===== config.mk =====
export PLATFORM = sky130hd
export DESIGN_NAME = lu_serial_engine_flat
export DESIGN_NICKNAME = d
export VERILOG_FILES = /design/src/rtl/lu_pkg.sv /design/src/rtl/lu_serial_engine_if.sv /design/src/rtl/lu_serial_engine_bit_slice.sv /design/src/rtl/lu_serial_engine.sv /design/src/flat_wrapper.sv
export SDC_FILE = /design/constraint.sdc
export NUM_CORES = 1
export LEC_CHECK = 0
export ABC_AREA = 1
export BUFFER_PORTS_ARGS = -buffer_cell sky130_fd_sc_hd__buf_2
export CAP_MARGIN = 20
export CORE_MARGIN = 2
export CORE_UTILIZATION = 25
export DETAILED_ROUTE_END_ITERATION = 10
export PLACE_DENSITY = 0.44
export SYNTH_ARGS = -nofsm -noshare
export SYNTH_HDL_FRONTEND = slang
export SYNTH_HIERARCHICAL = 1
export SYNTH_SLANG_ARGS = --single-unit

===== constraint.sdc =====
create_clock -name clk -period 2.3 [get_ports clk]
set_input_delay 0.345 -clock clk [delete_from_list [all_inputs] [get_ports clk]]
set_output_delay 0.345 -clock clk [all_outputs]
set_load 0.005 [all_outputs]

===== src/rtl/lu_pkg.sv =====
// Shared types and constants for the bit-serial OR/NOR logic-unit engine.
// Contents:
//   lu_state_t  - engine FSM state (IDLE, SHIFT, DONE)
//   LU_OP_OR    - op select value for OR
//   LU_OP_NOR   - op select value for NOR
package lu_pkg;

    typedef enum logic [1:0] {
        IDLE  = 2'd0,
        SHIFT = 2'd1,
        DONE  = 2'd2
    } lu_state_t;

    localparam logic LU_OP_OR  = 1'b0;
    localparam logic LU_OP_NOR = 1'b1;

endpackage


===== src/rtl/lu_serial_engine_if.sv =====
// Start/done handshake and operand/result bus of the bit-serial logic unit.
// Signals:
//   start           request from the operand path, taken only while ready=1
//   a, b [WIDTH]    operands, captured on an accepted start
//   sel             0: OR, 1: NOR, captured on an accepted start
//   ready           engine can accept a start this cycle
//   busy            engine is shifting
//   done            one-cycle pulse, result just updated
//   result [WIDTH]  last completed result
//   parity          XOR-reduce of result (only when LU_PARITY_EN is defined)
// Modports: master = operand source / result consumer, slave = engine.
interface lu_serial_engine_if #(
    parameter int unsigned WIDTH = 8
);

    logic             start;
    logic [WIDTH-1:0] a;
    logic [WIDTH-1:0] b;
    logic             sel;
    logic             ready;
    logic             busy;
    logic             done;
    logic [WIDTH-1:0] result;
`ifdef LU_PARITY_EN
    logic             parity;
`endif

`ifdef LU_PARITY_EN
    modport master (
        output start, a, b, sel,
        input  ready, busy, done, result, parity
    );

    modport slave (
        input  start, a, b, sel,
        output ready, busy, done, result, parity
    );
`else
    modport master (
        output start, a, b, sel,
        input  ready, busy, done, result
    );

    modport slave (
        input  start, a, b, sel,
        output ready, busy, done, result
    );
`endif

endinterface


===== src/rtl/lu_serial_engine_bit_slice.sv =====
// One-bit OR/NOR logic-unit slice (purely combinational).
// Ports:
//   a_i, b_i  operand bits
//   sel_i     LU_OP_OR or LU_OP_NOR
//   y_o       a_i|b_i, inverted when sel_i selects NOR
module lu_bit_slice
    import lu_pkg::*;
(
    input  logic a_i,
    input  logic b_i,
    input  logic sel_i,
    output logic y_o
);

    logic or_c;

    assign or_c = a_i | b_i;
    assign y_o  = (sel_i == LU_OP_NOR) ? ~or_c : or_c;

endmodule


===== src/rtl/lu_serial_engine.sv =====
// Bit-serial driver/collector for the OR/NOR logic-unit slice. Captures two
// WIDTH-bit operands and an op select, feeds one bit pair per clock through
// lu_bit_slice (LSB first) and reassembles the serial results into a word.
// One operation takes WIDTH SHIFT cycles plus one DONE cycle; a start seen in
// DONE begins the next operation with no idle gap.
// Ports:
//   clk    clock, rising edge
//   reset  synchronous, active-high
//   bus    lu_serial_engine_if.slave (start/a/b/sel in; ready/busy/done/result out)
// Build option:
//   LU_PARITY_EN  adds bus.parity, a register holding ^result.
module lu_serial_engine
    import lu_pkg::*;
#(
    parameter int unsigned WIDTH = 8
) (
    input  logic                clk,
    input  logic                reset,
    lu_serial_engine_if.slave   bus
);

    localparam int unsigned CNT_W = (WIDTH > 1) ? $clog2(WIDTH) : 1;
    localparam logic [CNT_W-1:0] CNT_LAST = CNT_W'(WIDTH - 1);

    lu_state_t        state_q;
    lu_state_t        state_d;

    logic [WIDTH-1:0] a_q;
    logic [WIDTH-1:0] b_q;
    logic             sel_q;
    logic [WIDTH-2:0] acc_q;       // upper WIDTH-1 bits of the word being assembled
    logic [WIDTH-1:0] result_q;
    logic [CNT_W-1:0] cnt_q;

    logic             bit_c;
    logic             last_c;
    logic             load_c;
    logic             ready_c;
    logic             busy_c;
    logic             done_c;
    logic [WIDTH-1:0] word_c;

    // Serial slice always looks at the LSBs of the captured operands.
    lu_bit_slice u_slice (
        .a_i   (a_q[0]),
        .b_i   (b_q[0]),
        .sel_i (sel_q),
        .y_o   (bit_c)
    );

    assign last_c = (cnt_q == CNT_LAST);
    assign word_c = {bit_c, acc_q};
    assign load_c = ready_c & bus.start;

    // State register.
    always_ff @(posedge clk) begin
        if (reset) begin
            state_q <= IDLE;
        end else begin
            state_q <= state_d;
        end
    end

    // Next-state logic.
    always_comb begin
        state_d = state_q;
        case (state_q)
            IDLE:    if (bus.start) state_d = SHIFT;
            SHIFT:   if (last_c)    state_d = DONE;
            DONE:    state_d = bus.start ? SHIFT : IDLE;
            default: state_d = IDLE;
        endcase
    end

    // Handshake outputs decoded straight from the state register.
    always_comb begin
        ready_c = 1'b0;
        busy_c  = 1'b0;
        done_c  = 1'b0;
        case (state_q)
            IDLE:  ready_c = 1'b1;
            SHIFT: busy_c  = 1'b1;
            DONE: begin
                ready_c = 1'b1;
                done_c  = 1'b1;
            end
            default: ;
        endcase
    end

    // Operand capture, serial shift, counter and result register.
    always_ff @(posedge clk) begin
        if (reset) begin
            a_q      <= '0;
            b_q      <= '0;
            sel_q    <= 1'b0;
            acc_q    <= '0;
            result_q <= '0;
            cnt_q    <= '0;
        end else if (load_c) begin
            a_q   <= bus.a;
            b_q   <= bus.b;
            sel_q <= bus.sel;
            cnt_q <= '0;
        end else if (busy_c) begin
            acc_q <= word_c[WIDTH-1:1];
            a_q   <= a_q >> 1;
            b_q   <= b_q >> 1;
            if (last_c) begin
                result_q <= word_c;
            end else begin
                cnt_q <= cnt_q + CNT_W'(1);
            end
        end
    end

`ifdef LU_PARITY_EN
    logic parity_q;

    // Parity tracks the result register edge for edge.
    always_ff @(posedge clk) begin
        if (reset) begin
            parity_q <= 1'b0;
        end else if (busy_c && last_c) begin
            parity_q <= ^word_c;
        end
    end

    assign bus.parity = parity_q;
`endif

    assign bus.ready  = ready_c;
    assign bus.busy   = busy_c;
    assign bus.done   = done_c;
    assign bus.result = result_q;

endmodule


===== src/flat_wrapper.sv =====
// flat-port wrapper written by rule: the top's interface ports become plain ports
module lu_serial_engine_flat import lu_pkg::*;
#(
    parameter int unsigned WIDTH = 8
)
  (clk, reset, bus_start, bus_a, bus_b, bus_sel, bus_ready, bus_busy, bus_done, bus_result);
  lu_serial_engine_if #(.WIDTH(WIDTH)) bus_i ();
  input  logic clk;
  input  logic reset;
  input wire logic [$bits(bus_i.start)-1:0] bus_start;
  input wire logic [$bits(bus_i.a)-1:0] bus_a;
  input wire logic [$bits(bus_i.b)-1:0] bus_b;
  input wire logic [$bits(bus_i.sel)-1:0] bus_sel;
  output wire logic [$bits(bus_i.ready)-1:0] bus_ready;
  output wire logic [$bits(bus_i.busy)-1:0] bus_busy;
  output wire logic [$bits(bus_i.done)-1:0] bus_done;
  output wire logic [$bits(bus_i.result)-1:0] bus_result;
  assign bus_i.start = bus_start;
  assign bus_i.a = bus_a;
  assign bus_i.b = bus_b;
  assign bus_i.sel = bus_sel;
  assign bus_ready = bus_i.ready;
  assign bus_busy = bus_i.busy;
  assign bus_done = bus_i.done;
  assign bus_result = bus_i.result;
  lu_serial_engine #(.WIDTH(WIDTH)) u_core (.clk(clk), .reset(reset), .bus(bus_i));
endmodule

==> impl_metrics.env <==
export IMPL_ir_worst_vdd_v=0.000208
export IMPL_holdPathEnd="u_core/b_q[7]"
export IMPL_dr_total_vias=1405
export IMPL_die_y_um=85.0
export IMPL_power_leakage_nw=0.977
export IMPL_dp_hpwl_um=2440
export IMPL_fmax_mhz=645
export IMPL_slew_viol_final=0
export IMPL_dr_pass1_iters=4
export IMPL_cts_buffers=5
export IMPL_yosys_warnings=6
export IMPL_clock_sinks=37
export IMPL_outcome="finished clean"
export IMPL_max_slew_margin=0.634
export IMPL_rsz0062_at_grt="no"
export IMPL_portBuffers=30
export IMPL_path_clk_slew_ns=0.07
export IMPL_viasPerCell=4.17
export IMPL_io_pins=31
export IMPL_wire_per_inst_um=10.8
export IMPL_grt_pass1_vias=1321
export IMPL_clockBufferDepth=2
export IMPL_cp_startpoint="u_core/state_q[0]"
export IMPL_overflow=0
export IMPL_maxCapViolations=0
export IMPL_reg2reg_depth=6
export IMPL_layout_nets=281
export IMPL_cts_resized=0
export IMPL_placed_cell_area_mm2=0.00184
export IMPL_final_antenna_net_count=0
export IMPL_cts_htree_levels=2
export IMPL_dieArea_mm2=0.00723
export IMPL_min_path_cells=3
export IMPL_diodes=0
export IMPL_slowest_delay_ns=0.43
export IMPL_cp_end_kind="output pin"
export IMPL_synth_top_cell_by_area="dfxtp_1"
export IMPL_synth_area_top_cells="dfxtp_1, nor2_1, nand2_1"
export IMPL_syn_avg_cell_area_um2=7.17
export IMPL_final_layout_size_suffix_gt1_frac=0.188
export IMPL_setup_viol=0
export IMPL_min_period_ns=1.55
export IMPL_cp_data_required_time_ns=1.96
export IMPL_timing_rr_end="u_core/bus.result[3]"
export IMPL_drtIter0Drc=65
export IMPL_start_util=0.259
export IMPL_syn_nets=251
export IMPL_std_cell_rows=29
export IMPL_coreArea_mm2=0.00635
export IMPL_synth_distinct_cells=21
export IMPL_finalWirelength_um=3640
export IMPL_crit_path_start_kind="register"
export IMPL_clock_latency_ns=0.29
export IMPL_synthCells=229
export IMPL_powerDensity_mw_per_mm2=696
export IMPL_cts_tree="built"
export IMPL_crit_path_cell_trace="inv_2, nor2_4, buf_2"
export IMPL_antenna_found_initial=0
export IMPL_ys_ff_latch=37
export IMPL_synth_top_area_share=0.451
export IMPL_design_area_mm2=0.00193
export IMPL_worst_pin_slew_ns=0.548
export IMPL_drc=0
export IMPL_critPathMaxFanout=9
export IMPL_synth_area_mm2=0.00164
export IMPL_yosysSeqAreaShare=0.451
export IMPL_grt_pass1_wl_um=6150
export IMPL_hp_class="input port to register"
export IMPL_hold_buffers=0
export IMPL_clock_root_buffer="clkbuf_8"
export IMPL_r2r_slack_ns=0.95
export IMPL_synthToLayoutAreaGrowth_pct=17.4
export IMPL_skew_ns=0.00541
export IMPL_crit_path_top_delay_cell="dfxtp_1"
export IMPL_path_class="register to output pin"
export IMPL_grt_util_all_layers=0.107
export IMPL_cts_setup_buffers=0
export IMPL_die_w_um=85.0
export IMPL_hold_viol_final=0
export IMPL_grt_max_degree=26
export IMPL_gp_congestion=0.673
export IMPL_min_delay_start="bus_b[7]"
export IMPL_arrival_ns=1.20
export IMPL_rr_startpoint="u_core/state_q[0]"
export IMPL_fin_setup_tns_ns=0
export IMPL_min_period_over_period=0.674
placed cells by master, fill, tap and decap left out:
cell | netlist | final
buf_2 | 2 | 30
inv_1 | 29 | 29
clkinvlp_4 | 0 | 1
o21ai_1 | 4 | 4
ha_1 | 2 | 2
inv_2 | 4 | 4
clkinv_2 | 0 | 2
nor2_1 | 44 | 44
clkbuf_8 | 0 | 5
nor2_8 | 1 | 1
a21oi_1 | 12 | 12
nand2_4 | 1 | 1
o21ai_0 | 19 | 19
nand2_2 | 1 | 1
a211oi_1 | 2 | 2
a21boi_1 | 1 | 1
nand2_1 | 41 | 41
dfxtp_1 | 37 | 37
nor2_4 | 2 | 2
nand2_8 | 1 | 1
nand3_1 | 20 | 20
buf_4 | 2 | 1
kinds of logic after synthesis:
group           Yosys count  share of synthesized area
flops                    37                      0.451
buf+inv                  41                      0.109
fa+ha+maj                 2                     0.0152
compound gates           38                      0.120
simple gates            111                      0.304
Yosys cell counts, drive strengths merged:
library cell,count
a211oi,2
a21boi,1
a21oi,12
buf,6
clkbuf,2
dfxtp,37
ha,2
inv,33
nand2,44
nand3,20
nor2,47
o21ai,23
worst max path at each step:
stage	depth (start not counted)	to	slack (ns)
6_report	3	bus_busy	0.75
5_1_grt	3	bus_busy	0.66
4_1_cts	3	bus_busy	0.71
3_5_place_dp	6	u_core/b_q[1]	0.85
3_3_place_gp	6	u_core/b_q[1]	0.85
2_1_floorplan	6	u_core/cnt_q[1]	1.11
registers in the layout (all words and copies together) (netlist names):
| name | flops |
|---|---|
| u_core/bus.result | 8 |
| u_core/a_q | 8 |
| u_core/acc_q | 7 |
| u_core/cnt_q | 3 |
| u_core/sel_q | 1 |
| u_core/state_q | 2 |
| u_core/b_q | 8 |
metrics by stage:
stage / hold slack (ns) / power (mW) / instances / setup WS, ns / utilization
floorplan: 0.423 / 0.859 / 229 / 1.11 / -
global placement: 0.463 / 0.907 / 329 / 0.854 / 0.290
detailed placement: 0.461 / 0.907 / 329 / 0.847 / 0.290
CTS: 0.275 / 1.36 / 337 / 0.710 / 0.303
global route: 0.284 / 1.43 / 337 / 0.655 / 0.303
finish: 0.280 / 1.34 / 337 / 0.750 / 0.303
layer usage:
layer,global-route usage,routed length (µm),up-vias
met2,0.159,1570,24
met3,0.0360,170,5
met5,0,0,-
li1,-,-,772
met4,0.0390,58,0
met1,0.145,1850,604
area by class of cell:
class | count | area, µm²
clock buffer | 5 | 68.8
clock inverter | 3 | 17.5
fill | 718 | 4420
inverter | 33 | 124
multi-input combinational | 151 | 722
sequential | 37 | 741
tap | 77 | 96.3
timing repair buffer | 31 | 158
power by group:
part	internal, mW	total, mW	switching [mW]	leakage (nW)
combinational	0.0671	0.181	0.114	0.629
clock	0.209	0.453	0.244	0.0439
sequential	0.683	0.708	0.0248	0.304
critical path: cells and delay by family (launching register included):
kind          cells  cell delay [ns]
buf+inv           2             0.28
simple gates      1             0.21
flops             1             0.43
(Power assumes the default switching activity.)
